===== src/rtl/axi4_pkg.sv =====
// Shared types and helpers for the AXI4 slave write endpoint.
// Burst encodings, response codes, FSM state constants and beat-size decode.
package axi4_pkg;

  typedef enum logic [1:0] {
    BURST_FIXED = 2'b00,
    BURST_INCR  = 2'b01,
    BURST_WRAP  = 2'b10,
    BURST_RSVD  = 2'b11
  } burst_e;

  localparam logic [1:0] RESP_OKAY   = 2'b00;
  localparam logic [1:0] RESP_SLVERR = 2'b10;

  localparam logic [1:0] ST_IDLE = 2'd0;
  localparam logic [1:0] ST_DATA = 2'd1;
  localparam logic [1:0] ST_RESP = 2'd2;

  function automatic logic [7:0] size_bytes(input logic [2:0] size);
    return 8'd1 << size;
  endfunction

endpackage


===== src/rtl/axi4_addr_gen.sv =====
// Next-beat address generator for FIXED/INCR/WRAP bursts plus WRAP legality.
// WRAP bursts are only legal when AXI4_S_W_WRAP_EN is defined.
module axi4_addr_gen
  import axi4_pkg::*;
#(
  parameter int unsigned ADRW = 32
) (
  input  logic [ADRW-1:0] addr,
  input  logic [2:0]      size,
  input  logic [7:0]      len,
  input  burst_e          burst,
  output logic [ADRW-1:0] next_addr,
  output logic            wrap_ok
);

  logic [ADRW-1:0] beat_bytes;
  logic [ADRW-1:0] aligned;
  logic [ADRW-1:0] incr_addr;
  logic [ADRW-1:0] win_mask;

  always_comb begin
    beat_bytes = ADRW'(size_bytes(size));
    aligned    = addr & ~(beat_bytes - ADRW'(1));
    incr_addr  = aligned + beat_bytes;
    // Wrap window is (len+1) beats, aligned to its own size
    win_mask   = ((ADRW'(len) + ADRW'(1)) << size) - ADRW'(1);

    case (burst)
      BURST_INCR: next_addr = incr_addr;
      BURST_WRAP: next_addr = (addr & ~win_mask) | (incr_addr & win_mask);
      default:    next_addr = addr;
    endcase

`ifdef AXI4_S_W_WRAP_EN
    wrap_ok = (len == 8'd1) | (len == 8'd3) | (len == 8'd7) | (len == 8'd15);
`else
    wrap_ok = 1'b0;
`endif
  end

endmodule


===== src/rtl/axi4_s_w.sv =====
// AXI4 slave write endpoint: one burst at a time, per-beat strobed writes on a memory port.
// Optional WRAP burst support is enabled by defining AXI4_S_W_WRAP_EN.
module axi4_s_w
  import axi4_pkg::*;
#(
  parameter int unsigned TAGW = 3,
  parameter int unsigned ADRW = 32,
  parameter int unsigned DATW = 256,
  parameter int unsigned STBW = DATW/8
) (
  input  logic            i_clk,
  input  logic            i_rst_n,
  input  logic [TAGW-1:0] i_s_awid,
  input  logic [ADRW-1:0] i_s_awaddr,
  input  logic [7:0]      i_s_awlen,
  input  logic [2:0]      i_s_awsize,
  input  logic [1:0]      i_s_awburst,
  input  logic            i_s_awvalid,
  output logic            o_s_awready,
  input  logic [DATW-1:0] i_s_wdata,
  input  logic [STBW-1:0] i_s_wstrb,
  input  logic            i_s_wlast,
  input  logic            i_s_wvalid,
  output logic            o_s_wready,
  output logic [TAGW-1:0] o_s_bid,
  output logic [1:0]      o_s_bresp,
  output logic            o_s_bvalid,
  input  logic            i_s_bready,
  output logic            o_wr_en,
  output logic [ADRW-1:0] o_wr_addr,
  output logic [DATW-1:0] o_wr_data,
  output logic [STBW-1:0] o_wr_strb,
  input  logic            i_wr_ready
);

  localparam int unsigned MAX_SIZE = $clog2(STBW);

  logic [1:0]      state_q, state_d;
  logic [TAGW-1:0] id_q, id_d, bid_d;
  logic [ADRW-1:0] addr_q, addr_d, next_addr;
  logic [7:0]      len_q, len_d, cnt_q, cnt_d;
  logic [2:0]      size_q, size_d;
  burst_e          burst_q, burst_d;
  logic            err_q, err_d;
  logic [1:0]      bresp_d;
  logic            wrap_ok, size_err, burst_err;
  logic            aw_hs, w_hs, b_hs, last_beat;

  axi4_addr_gen #(.ADRW(ADRW)) u_addr_gen (
    .addr      (addr_q),
    .size      (size_q),
    .len       (len_q),
    .burst     (burst_q),
    .next_addr (next_addr),
    .wrap_ok   (wrap_ok)
  );

  // Burst-level errors: the burst is drained but nothing reaches memory
  always_comb begin
    size_err  = 32'(size_q) > MAX_SIZE;
    burst_err = 1'b0;
    case (burst_q)
      BURST_FIXED, BURST_INCR: burst_err = 1'b0;
      BURST_WRAP:              burst_err = ~wrap_ok;
      default:                 burst_err = 1'b1;
    endcase
  end

  // Next-state and beat datapath
  always_comb begin
    state_d = state_q;
    id_d    = id_q;
    addr_d  = addr_q;
    len_d   = len_q;
    size_d  = size_q;
    burst_d = burst_q;
    cnt_d   = cnt_q;
    err_d   = err_q;
    bid_d   = o_s_bid;
    bresp_d = o_s_bresp;

    aw_hs      = i_s_awvalid & o_s_awready;
    o_s_wready = (state_q == ST_DATA) & i_wr_ready & i_rst_n;
    w_hs       = i_s_wvalid & o_s_wready;
    b_hs       = o_s_bvalid & i_s_bready;
    last_beat  = (cnt_q == len_q);
    o_wr_en    = w_hs & ~size_err & ~burst_err;
    o_wr_addr  = addr_q;
    o_wr_data  = i_s_wdata;
    o_wr_strb  = i_s_wstrb;

    case (state_q)
      ST_IDLE: begin
        if (aw_hs) begin
          id_d    = i_s_awid;
          addr_d  = i_s_awaddr;
          len_d   = i_s_awlen;
          size_d  = i_s_awsize;
          burst_d = burst_e'(i_s_awburst);
          cnt_d   = 8'd0;
          err_d   = 1'b0;
          state_d = ST_DATA;
        end
      end
      ST_DATA: begin
        if (w_hs) begin
          addr_d = next_addr;
          if (i_s_wlast != last_beat) err_d = 1'b1;
          if (last_beat) begin
            state_d = ST_RESP;
            bid_d   = id_q;
            bresp_d = (err_d | size_err | burst_err) ? RESP_SLVERR : RESP_OKAY;
          end else begin
            cnt_d = cnt_q + 8'd1;
          end
        end
      end
      ST_RESP: begin
        if (b_hs) state_d = ST_IDLE;
      end
      default: state_d = ST_IDLE;
    endcase
  end

  always_ff @(posedge i_clk) begin
    if (!i_rst_n) begin
      state_q     <= ST_IDLE;
      id_q        <= '0;
      addr_q      <= '0;
      len_q       <= 8'd0;
      size_q      <= 3'd0;
      burst_q     <= BURST_FIXED;
      cnt_q       <= 8'd0;
      err_q       <= 1'b0;
      o_s_awready <= 1'b0;
      o_s_bvalid  <= 1'b0;
      o_s_bid     <= '0;
      o_s_bresp   <= RESP_OKAY;
    end else begin
      state_q     <= state_d;
      id_q        <= id_d;
      addr_q      <= addr_d;
      len_q       <= len_d;
      size_q      <= size_d;
      burst_q     <= burst_d;
      cnt_q       <= cnt_d;
      err_q       <= err_d;
      o_s_awready <= (state_d == ST_IDLE);
      o_s_bvalid  <= (state_d == ST_RESP);
      o_s_bid     <= bid_d;
      o_s_bresp   <= bresp_d;
    end
  end

endmodule


===== config.mk =====
export PLATFORM = sky130hd
export DESIGN_NAME = axi4_s_w
export DESIGN_NICKNAME = d
export VERILOG_FILES = /design/src/rtl/axi4_pkg.sv /design/src/rtl/axi4_addr_gen.sv /design/src/rtl/axi4_s_w.sv
export SDC_FILE = /design/constraint.sdc
export NUM_CORES = 1
export LEC_CHECK = 0
export BUFFER_PORTS_ARGS = -buffer_cell sky130_fd_sc_hd__buf_2
export CORE_AREA = 2 2 263 265
export CTS_CLUSTER_DIAMETER = 100
export CTS_CLUSTER_SIZE = 40
export DETAILED_ROUTE_END_ITERATION = 16
export DIE_AREA = 0 0 265 267
export GPL_ROUTABILITY_DRIVEN = 0
export GPL_TIMING_DRIVEN = 0
export MAX_ROUTING_LAYER = met4
export SLEW_MARGIN = 20
export SYNTH_ARGS = -nofsm -noshare
export SYNTH_HDL_FRONTEND = slang
export SYNTH_HIERARCHICAL = 1
export SYNTH_SLANG_ARGS = --single-unit

===== constraint.sdc =====
create_clock -name i_clk -period 3.7 [get_ports i_clk]
set_input_delay 1.11 -clock i_clk [delete_from_list [all_inputs] [get_ports i_clk]]
set_output_delay 1.11 -clock i_clk [all_outputs]
set_load 0.01 [all_outputs]

==> results of run 1 <==
## how the worst max path moves through the flow
stage,startpoint,to,slack [ns]
finish,len_q[0],o_wr_addr[30],0.11
detailed placement,size_q[2],o_wr_addr[26],-0.86
CTS,size_q[0],o_wr_addr[26],0.006
global placement,size_q[2],o_wr_addr[24],-0.87
global route,size_q[0],o_wr_addr[25],-0.05
floorplan,size_q[2],o_wr_addr[24],0.07
## worst max-delay path, cell delays in order (launching register included)
cell and delay, ns:
sky130_fd_sc_hd__dfxtp_4 0.38, sky130_fd_sc_hd__ha_4 0.19, sky130_fd_sc_hd__mux2_4 0.27, sky130_fd_sc_hd__o32ai_4 0.33
sky130_fd_sc_hd__nor2_2 0.07, sky130_fd_sc_hd__a21o_1 0.19, sky130_fd_sc_hd__mux2_2 0.29, sky130_fd_sc_hd__or4b_4 0.61
sky130_fd_sc_hd__o21ai_4 0.33, sky130_fd_sc_hd__nor4b_1 0.31, sky130_fd_sc_hd__o32a_1 0.23, sky130_fd_sc_hd__nand2_1 0.06
sky130_fd_sc_hd__a311oi_1 0.24
## area by class of cell
type / instances / area share
timing repair buffer: 405 / 0.178
tap: 882 / 0.0942
multi-input combinational: 676 / 0.368
inverter: 18 / 0.00609
sequential: 65 / 0.113
clock buffer: 13 / 0.0214
clock inverter: 3 / 0.00342
buffer: 350 / 0.216
antenna: 2 / 0.000427
## flip-flops by register name (all words and copies together), names as in the netlist
| name | count |
|---|---|
| burst_q | 2 |
| cnt_q | 8 |
| err_q | 1 |
| id_q | 3 |
| len_q | 8 |
| o_s_awready | 1 |
| o_s_bid | 3 |
| o_s_bresp | 1 |
| o_s_bvalid | 1 |
| o_wr_addr | 32 |
| size_q | 3 |
| state_q | 2 |
## power by group
part / internal (mW) / total, mW / switching (mW) / leakage, nW
clock network: 0.538 / 0.865 / 0.327 / 0.144
registers: 0.747 / 0.834 / 0.0868 / 0.536
logic: 0.576 / 1.24 / 0.662 / 4.59
total: 1.86 / 2.94 / 1.08 / 5.27
## placed cells by master (no fill, tap or decap), types with 13 or more instances in the layout
cell / count
sky130_fd_sc_hd__nand3_1: 13
sky130_fd_sc_hd__buf_4: 317
sky130_fd_sc_hd__and3_1: 18
sky130_fd_sc_hd__clkbuf_1: 38
sky130_fd_sc_hd__nor2_1: 71
sky130_fd_sc_hd__inv_1: 16
sky130_fd_sc_hd__nand2_1: 158
sky130_fd_sc_hd__dfxtp_1: 56
sky130_fd_sc_hd__and2_1: 13
sky130_fd_sc_hd__buf_2: 390
sky130_fd_sc_hd__a21oi_1: 58
sky130_fd_sc_hd__xnor2_1: 16
sky130_fd_sc_hd__a31oi_1: 18
sky130_fd_sc_hd__o21ai_0: 33
sky130_fd_sc_hd__a311oi_1: 33
## repair_timing
action | CTS | global route
hold endpoints to repair | 0 | 0
setup endpoints to repair | 26 | 22
pin swaps | 5 | 18
gates cloned | 0 | 0
gates resized for setup | 36 | 63
buffers inserted | 9 | 14
## cells by family after synthesis
family / count (synthesis)
and+or+nand+nor: 367
other: 2
xor gates and xnor gates: 26
AOI/OAI and AO/OA: 268
buffers and inverters: 371
DFF: 65
muxes: 4
adders and majority gates: 9
## layer usage
layer,up-vias,wire length [um],global-route usage
met4,0,1030,0.0385
met2,495,18400,0.164
met3,45,2530,0.0156
li1,4468,-,-
met1,4281,14800,0.112
met5,-,0,-
## metrics by stage
step                setup TNS [ns]  instances   util  area, um2
detailed placement          -14.04       2376  0.161      10900
global route                -0.107       2414  0.172      11700
CTS                              0       2401  0.168      11400
floorplan                        0       1112      -       7920
finish                           0       2414  0.172      11700
global placement            -14.40       2376  0.161      10900
==> results.txt, run 1 <==
----------------------------------------------------
[Synth]
  Number of cells produced by synthesis ... 1,112
  Mapped Avg Cell Area ... slightly above 7 um2
  Post-synth top cells ... 291 x sky130_fd_sc_hd__buf_4, 161 x sky130_fd_sc_hd__nand2_1, 76 x sky130_fd_sc_hd__nor2_1, 65 x sky130_fd_sc_hd__dfxtp_1, 59 x sky130_fd_sc_hd__a21oi_1
  Simple-Gate Fraction of Synth Area ... 0.220
  Synthesized-area fraction occupied by ao, oa, aoi and oai cells ... 0.247
  Area leader, netlist ... sky130_fd_sc_hd__buf_4
  Proportion of register bits with asynchronous set or reset after synthesis ... 0
  Yosys Warn Count ... 6
  Dominant combinational cell family by area after synthesis ... buffers and inverters
  Count of state elements after synthesis ... 65
  Count of cell types in the netlist ... 88
  Post-synth EDFFs ... 0
  Sequential share of the synthesized area ... 0.164
  Post-synthesis instance area ... ~8000 um2
  Library cell with the highest instance count after synthesis ... sky130_fd_sc_hd__buf_4
  Synth area leaders ... sky130_fd_sc_hd__buf_4 28%, sky130_fd_sc_hd__dfxtp_1 16%, sky130_fd_sc_hd__nand2_1 7.6%
  Synthesized-area fraction occupied by adder cells ... 0.0142
  Area fraction of the dominant cell type after synthesis ... 0.276
  Primary FF master, synth ... sky130_fd_sc_hd__dfxtp_1
  Proportion of synthesized area in mux cells ... 0.00585
  Number of nets produced by synthesis ... 1,464
  Synthesized-area fraction occupied by xor and xnor cells ... 0.0288

[Floorplan]
  Num rows ... 96
  Core outline area ... 68,000 um2
  I/O Pins ... between 600 and 700
  Die outline height ... between 200 and 300 um
  Die Area ... roughly 70,000 um2
  Chip width ... between 200 and 300 um
  Initial Utilization ... 0.116

[GRT]
  Overall global routing resource usage ... 0.0962
  Via count of the first global-routing pass ... approximately 8,300
  Sum of overflow across all layers after global routing ... 0
  Number of antenna violations at the first check in global routing ... 3
  Largest net degree at the start of global routing ... 11
  First-pass GRT wire length ... around 50,000 um

[Clock network]
  Number of H-tree levels ... 3
  Clock network latency to the later pin of the worst-skew pair ... around 0.36 ns
  CTS sink count ... 65
  Number of clock buffers inserted by TritonCTS ... 9
  Cell chosen for the clock root ... sky130_fd_sc_hd__clkbuf_16
  Clock tree from TritonCTS ... done
  Buffer levels on the longest clock path ... 2
  Post-CTS Hold Fix Bufs ... 0
  Clock input transition at the sequential cells of the worst setup and hold paths ... 0.06 ns

[Timing]
  Final hold vios ... 0
  Hold slack ... 0.448 ns
  Worst slew margin relative to its limit ... 0.448
  Count of final max-slew check failures ... 0
  Number of setup violations in the final report ... 0
  Achievable Freq ... approximately 0.28 GHz
  Setup repair after global routing missed its margin ... yes
  Part of the cycle the worst path needs ... 0.971
  Final min period ... approximately 3.6 ns
  Slew @ Worst Pin ... approximately 0.82 ns
  Largest clock skew in the final design ... 0.00565 ns
  Final worst-path setup slack ... between 0.1 and 0.15 ns

[Route]
  Post-detailed-route wirelength per cell ... roughly 15 um
  TritonRoute pass-1 iters ... 5
  DRC Markers ... 0
  Initial DRC count ... 600
  Antenna Nets Post-Route ... 0
  Total via count after detailed routing ... 9,289
  Detail-routed via count per cell ... between 3 and 4
  Routed wire length ... 36,800 um

[Critical path]
  Max FO, Critical Path ... 8
  Arrival time at the worst endpoint ... roughly 3.9 ns
  Critical register-to-register path startpoint ... len_q[0]
  Data required time of the critical path ... about 4.0 ns
  R2R Setup Slk ... 0.11 ns
  Critical Path Sink Type ... flop
  Element type at the critical path start ... flop
  Type of the worst setup path ... reg2reg
  Reg2Reg Depth ... 12
  Endpoint of the lowest-slack register-to-register path ... o_wr_addr[30]

[Power]
  Power, Total ... between 2 and 3 mW
  IR drop worst, VDD ... approximately 0.00019 V
  Pwr Density ... approximately 250 nW/um2
  Cell leakage power ... 5.27 nW

[Place]
  Detailed Place HPWL ... just over 30,000 um
  Number of buffers added on ports ... around 380
  Post-placement worst setup slack ... -0.858 ns

[Worst hold path]
  Number of cells on the worst hold path ... 2
  Destination of the worst hold path ... err_q
  Worst hold path startpoint ... err_q
  Worst min-delay path category ... reg2reg

[Layout]
  Share of layout cells above drive strength 1 ... 0.528
  Number of filler cells placed in the layout ... between 7,000 and 8,000
  Synth-to-Final Area Change ... 48.0%
  Storage cell area ... roughly 1300 um2
  Total area of multi-input combinational cells ... roughly 4300 um2
  Final nets ... approximately 1,900

[Status]
  Status ... finished clean

[Job]
  Max capacitance violation total ... 0

----------------------------------------------------
No activity file was read; power rests on OpenSTA's default activity.
==> run 2, diff against run 1 <==
--- a/config.mk
+++ b/config.mk
@@ -7,6 +7,7 @@
 export LEC_CHECK = 0
 export BUFFER_PORTS_ARGS = -buffer_cell sky130_fd_sc_hd__buf_2
 export CORE_AREA = 2 2 263 265
+export CTS_BUF_LIST = sky130_fd_sc_hd__clkbuf_8
 export CTS_CLUSTER_DIAMETER = 100
 export CTS_CLUSTER_SIZE = 40
 export DETAILED_ROUTE_END_ITERATION = 16
==> run 2 against run 1 <==
Against the previous run: first-iteration DRC count grew 5.7%; global-route usage about the same; register-to-register slack got worse by 0.07 ns; highest routed layer unchanged.
==> results.txt, run 2 (synthesis gave the netlist of run 1 again) <==
----------------------------------------------------
[Critical path]
  CP max-delay cell ... sky130_fd_sc_hd__or4b_4
  Arrival time at the worst endpoint ... 3.95 ns
  Max FO, Critical Path ... 8
  Data required time of the critical path ... 3.99 ns
  Element type at the critical path start ... flop
  Crit path largest cell delay ... about 0.61 ns
  Crit path top cell by count ... sky130_fd_sc_hd__mux2_4
  R2R Setup Slk ... approximately 0.04 ns
  Type of the worst setup path ... reg2reg
  Critical path, cell by cell ... ha_4, mux2_4, o32ai_4, nor2_2, a21o_1, mux2_4, or4b_4, o21ai_4, nor4b_1, o32a_1, nand2_1, a311oi_1
  Critical Path Sink Type ... flop

[Timing]
  Number of setup violations in the final report ... 0
  Count of final max-slew check failures ... 0
  Final hold vios ... 0
  Hold slack ... ~0.45 ns
  Slew @ Worst Pin ... 0.820 ns
  Largest clock skew in the final design ... around 0.012 ns
  Setup repair after global routing missed its margin ... yes
  Final min period ... between 3 and 4 ns
  Worst slew margin relative to its limit ... 0.449
  Part of the cycle the worst path needs ... 0.989
  Total negative setup slack ... 0 ns
  Final worst-path setup slack ... 0.0390 ns
  Achievable Freq ... roughly 0.27 GHz

[Clock network]
  Cell chosen for the clock root ... sky130_fd_sc_hd__clkbuf_8
  Clock input transition at the sequential cells of the worst setup and hold paths ... around 0.08 ns
  Number of H-tree levels ... 3
  Clock tree from TritonCTS ... done
  Buffer levels on the longest clock path ... 2
  CTS sink count ... 65
  Number of clock buffers inserted by TritonCTS ... 9
  Clock network latency to the later pin of the worst-skew pair ... approximately 0.38 ns
  Post-CTS Hold Fix Bufs ... 0

[Route]
  Routed wire length ... about 37,000 um
  Total via count after detailed routing ... 9,292
  Antenna Nets Post-Route ... 0
  TritonRoute pass-1 iters ... 5
  Post-detailed-route wirelength per cell ... roughly 15 um
  DRC Markers ... 0
  Initial DRC count ... 634
  Detail-routed via count per cell ... roughly 3.8

[Floorplan]
  Num rows ... between 90 and 100
  I/O Pins ... 672
  Die outline height ... between 200 and 300 um
  Die Area ... approximately 70,000 um2
  Chip width ... ~270 um
  Core outline area ... around 70,000 um2
  Initial Utilization ... 0.116

[Power]
  Cell leakage power ... about 5.2 nW
  Switching share of power ... 0.389
  Internal Pwr Total ... between 1.5 and 2 mW
  Sw power ... ~1.0 mW
  Pwr Density ... ~230 nW/um2
  Sequential share of power ... 0.309
  Clock share of power ... 0.229
  IR drop worst, VDD ... about 0.00012 V
  Logic gate share of total power ... 0.461

[Layout]
  Most frequent cells in the layout ... 391 x sky130_fd_sc_hd__buf_2, 317 x sky130_fd_sc_hd__buf_4, 158 x sky130_fd_sc_hd__nand2_1
  Fraction of the core area covered by cells at the end of the flow ... 0.171
  Synth-to-Final Area Change ... 46.8%
  Commonest non-fill, non-tap cell in the layout ... sky130_fd_sc_hd__buf_2
  Final nets ... around 1,900
  Final standard cell area without fillers ... about 12,000 um2
  Share of layout cells above drive strength 1 ... 0.529
  Flip-flop count of the largest register after layout ... 32

[Place]
  Post-placement worst setup slack ... -0.858 ns
  Post-place instance area ... 10,900 um2
  Number of buffers added on ports ... approximately 380
  Detailed Place HPWL ... approximately 30,000 um

[Worst hold path]
  Worst min-delay path category ... reg2reg

[Job]
  Max capacitance violation total ... 0

[Status]
  Status ... finished clean

[GRT]
  Sum of overflow across all layers after global routing ... 0
  GRT met2 Usage ... 0.162
  Met1 demand-to-capacity share in global routing ... 0.113
  Number of antenna violations at the first check in global routing ... 4
  Peak-usage layer in the global routing report ... met2
  Via count of the first global-routing pass ... 8,313
  First-pass GRT wire length ... about 50,000 um
  Largest net degree at the start of global routing ... 11
  Overall global routing resource usage ... 0.0958
  Global-route track usage on met3 ... 0.0164

----------------------------------------------------
==> run 2: stage by stage <==
stage | cells | power [mW]
floorplan | 1112 | 1.58
global placement | 2376 | 2.03
detailed placement | 2376 | 2.03
CTS | 2398 | 2.68
global route | 2415 | 2.84
finish | 2415 | 2.68
==> run 2: worst paths after layout <==
check,start,end,depth (start not counted)
max,len_q[1],o_wr_addr[30],12
min,err_q,err_q,2
max reg2reg,len_q[1],o_wr_addr[30],12
min reg2reg,err_q,err_q,2
==> run 2: final cells by class <==
type	instances	area, um2
fillers	7685	56400
clock buffers	10	138
well taps	882	1100
diodes	3	7.51
plain buffers	351	2520
flip-flops and latches	65	1320
clock inverters	6	51.3
inverters	18	71.3
multi-input cells	676	4330
repair buffers	404	2080
==> run 2: critical path: cells and delay by family (launching register included) <==
family | cells | cell delay (ns)
and+or+nand+nor | 4 | 1.07
AOI/OAI and AO/OA | 5 | 1.40
adders and majority gates | 1 | 0.19
DFF | 1 | 0.38
muxes | 2 | 0.55
==> run 2: power by group through the flow <==
stage               sequential, mW  clock [mW]  combinational (mW)
finish                       0.831       0.615                1.24
CTS                          0.832       0.636                1.21
floorplan                    0.830           0               0.748
global route                 0.841       0.663                1.34
detailed placement           0.848           0                1.18
global placement             0.847           0                1.18
==> run 2: metal layers <==
layer,routed length [um],part of all wire,up-vias
met5,0,0,-
met4,1330,0.036,0
met3,2450,0.067,53
met2,18000,0.49,489
met1,14800,0.40,4281
li1,-,-,4469
==> run 2: what timing repair did <==
item / in CTS / in global routing
pin swaps: 6 / 18
resized for setup: 41 / 53
setup endpoints to repair: 26 / 24
buffers inserted: 7 / 15
hold endpoints to repair: 0 / 0
==> run 3, diff against run 2 <==
--- a/config.mk
+++ b/config.mk
@@ -7,7 +7,7 @@
 export LEC_CHECK = 0
 export BUFFER_PORTS_ARGS = -buffer_cell sky130_fd_sc_hd__buf_2
 export CORE_AREA = 2 2 263 265
-export CTS_BUF_LIST = sky130_fd_sc_hd__clkbuf_8
+export CTS_BUF_LIST = sky130_fd_sc_hd__clkbuf_4 sky130_fd_sc_hd__clkbuf_8
 export CTS_CLUSTER_DIAMETER = 100
 export CTS_CLUSTER_SIZE = 40
 export DETAILED_ROUTE_END_ITERATION = 16
==> run 3 against run 2 <==
Against the previous run: combinational power about the same; hold slack about the same; design area increased by 0.51%; flip-flop and latch count unchanged; power increased by 1.6%; cell count about the same; die area unchanged; setup slack got worse by 0.0028 ns; critical path depth unchanged; sequential power about the same; non-clock buffer count increased by 2; routed wire length increased by 0.52%; critical path type unchanged; largest power group unchanged.
==> results.txt, run 3 (synthesis gave the netlist of run 1 again) <==
----------------------------------------------------
[Layout]
  Number of filler cells placed in the layout ... 7,680
  Share of layout cells above drive strength 1 ... 0.535
  Final nets ... roughly 1,900
  Flip-flop count of the largest register after layout ... 32
  Commonest non-fill, non-tap cell in the layout ... sky130_fd_sc_hd__buf_2
  Storage cell area ... 1320 um2
  Most frequent cells in the layout ... 391 x sky130_fd_sc_hd__buf_2, 319 x sky130_fd_sc_hd__buf_4, 158 x sky130_fd_sc_hd__nand2_1
  Total area of multi-input combinational cells ... ~4400 um2
  Final standard cell area without fillers ... 11,700 um2
  Synth-to-Final Area Change ... 47.5%

[Clock network]
  Buffer levels on the longest clock path ... 2
  Clock network latency to the later pin of the worst-skew pair ... between 0.3 and 0.4 ns
  Clock input transition at the sequential cells of the worst setup and hold paths ... 0.07 ns
  Clock tree from TritonCTS ... done
  Number of H-tree levels ... 3
  CTS sink count ... 65
  Cell chosen for the clock root ... sky130_fd_sc_hd__clkbuf_8
  Number of clock buffers inserted by TritonCTS ... 9

[Floorplan]
  Die Area ... ~70,000 um2
  Chip width ... roughly 270 um
  I/O Pins ... between 600 and 700
  Num rows ... 96
  Initial Utilization ... 0.116
  Core outline area ... around 68,000 um2
  Die outline height ... between 200 and 300 um

[Timing]
  Achievable Freq ... between 0.2 and 0.3 GHz
  Number of setup violations in the final report ... 0
  Slew @ Worst Pin ... just over 0.8 ns
  Total negative setup slack ... 0 ns
  Count of final max-slew check failures ... 0
  Setup repair after global routing missed its margin ... yes
  Part of the cycle the worst path needs ... 0.990
  Final min period ... around 3.7 ns
  Largest clock skew in the final design ... around 0.01 ns
  Worst slew margin relative to its limit ... 0.450
  Final hold vios ... 0

[Route]
  Routed wire length ... 36,800 um
  Antenna Nets Post-Route ... 0
  Initial DRC count ... between 500 and 600
  TritonRoute pass-1 iters ... 5
  Post-detailed-route wirelength per cell ... 15.2 um
  Detail-routed via count per cell ... approximately 3.8
  Total via count after detailed routing ... 9,285
  DRC Markers ... 0

[Critical path]
  Number of buffer and inverter stages on the critical path ... 0
  Arrival time at the worst endpoint ... roughly 4.0 ns
  Type of the worst setup path ... reg2reg
  Max FO, Critical Path ... 8
  Element type at the critical path start ... flop
  Crit path largest cell delay ... between 0.6 and 0.7 ns
  Critical Path Sink Type ... flop
  Data required time of the critical path ... 3.99 ns
  Dominant delay contributor by cell family on the critical path ... compound AO/OA/AOI/OAI gates
  Critical path, cell by cell ... ha_4, mux2_4, o32ai_4, nor2_2, a21o_1, mux2_4, or4b_4, o21ai_4, nor4b_1, o32a_1, nand2_1, a311oi_1
  CP max-delay cell ... sky130_fd_sc_hd__or4b_4
  Crit path top cell by count ... sky130_fd_sc_hd__mux2_4

[Place]
  Post-place instance area ... between 10,000 and 15,000 um2
  Number of buffers added on ports ... about 380
  Detailed Place HPWL ... 30,800 um

[GRT]
  Via count of the first global-routing pass ... 8,332
  Overall global routing resource usage ... 0.0958
  Number of antenna violations at the first check in global routing ... 4
  Sum of overflow across all layers after global routing ... 0
  First-pass GRT wire length ... about 50,000 um
  Largest net degree at the start of global routing ... 11

[Job]
  Max capacitance violation total ... 0

[Power]
  Pwr Density ... around 230 nW/um2
  Cell leakage power ... 5.26 nW
  IR drop worst, VDD ... about 0.00012 V

[Worst hold path]
  Worst min-delay path category ... reg2reg

[Status]
  Status ... finished clean

----------------------------------------------------
run 3: timing repair:
item / in CTS / in global routing
cloned: 0 / 0
setup buffers: 7 / 17
setup endpoints to repair: 26 / 24
gates resized for setup: 41 / 61
pin swaps: 6 / 21
hold buffers: 0 / 0
run 3: layout make-up:
cell class	count	share of cell area
flip-flops and latches	65	0.113
inverters	18	0.00611
clock inverters	3	0.00343
plain buffers	351	0.216
repair buffers	406	0.179
multi-input cells	676	0.373
diodes	3	0.000643
well taps	882	0.0945
clock buffers	13	0.0137
run 3: power by group:
group          total, mW  internal (mW)  switching (mW)  leakage (nW)
Combinational       1.25          0.580           0.669          4.61
Clock              0.646          0.350           0.295         0.108
Sequential         0.832          0.746          0.0857         0.536
Total               2.73           1.68            1.05          5.26
run 3: final timing paths:
kind,from,end,slack (ns),depth (start not counted)
worst max-delay path,len_q[1],o_wr_addr[30],0.04,12
worst min-delay path,err_q,err_q,0.45,2
worst max register to register,len_q[1],o_wr_addr[30],0.04,12
worst min register to register,err_q,err_q,0.45,2
run 3: worst min-delay path, stage by stage, from the launching register on:
cell and delay [ns]:
sky130_fd_sc_hd__dfxtp_1 0.31, sky130_fd_sc_hd__nand2_1 0.05, sky130_fd_sc_hd__o21ai_1 0.05
run 3: metrics by stage:
step / hold WS [ns] / setup WS [ns] / power (mW) / util / instances
after floorplan: 0.422 / 0.0707 / 1.58 / - / 1112
after global placement: 0.443 / -0.872 / 2.03 / 0.161 / 2376
after detailed placement: 0.440 / -0.858 / 2.03 / 0.161 / 2376
after CTS: 0.451 / 0.00129 / 2.71 / 0.166 / 2399
after global routing: 0.468 / -0.110 / 2.88 / 0.172 / 2417
final: 0.451 / 0.0362 / 2.73 / 0.172 / 2417
run 3: layer usage:
metal	track usage	wire [um]	vias up
met3	0.0165	2510	44
met2	0.162	18200	475
met4	0.0394	1190	0
li1	-	-	4467
met1	0.112	14900	4299
met5	-	0	-
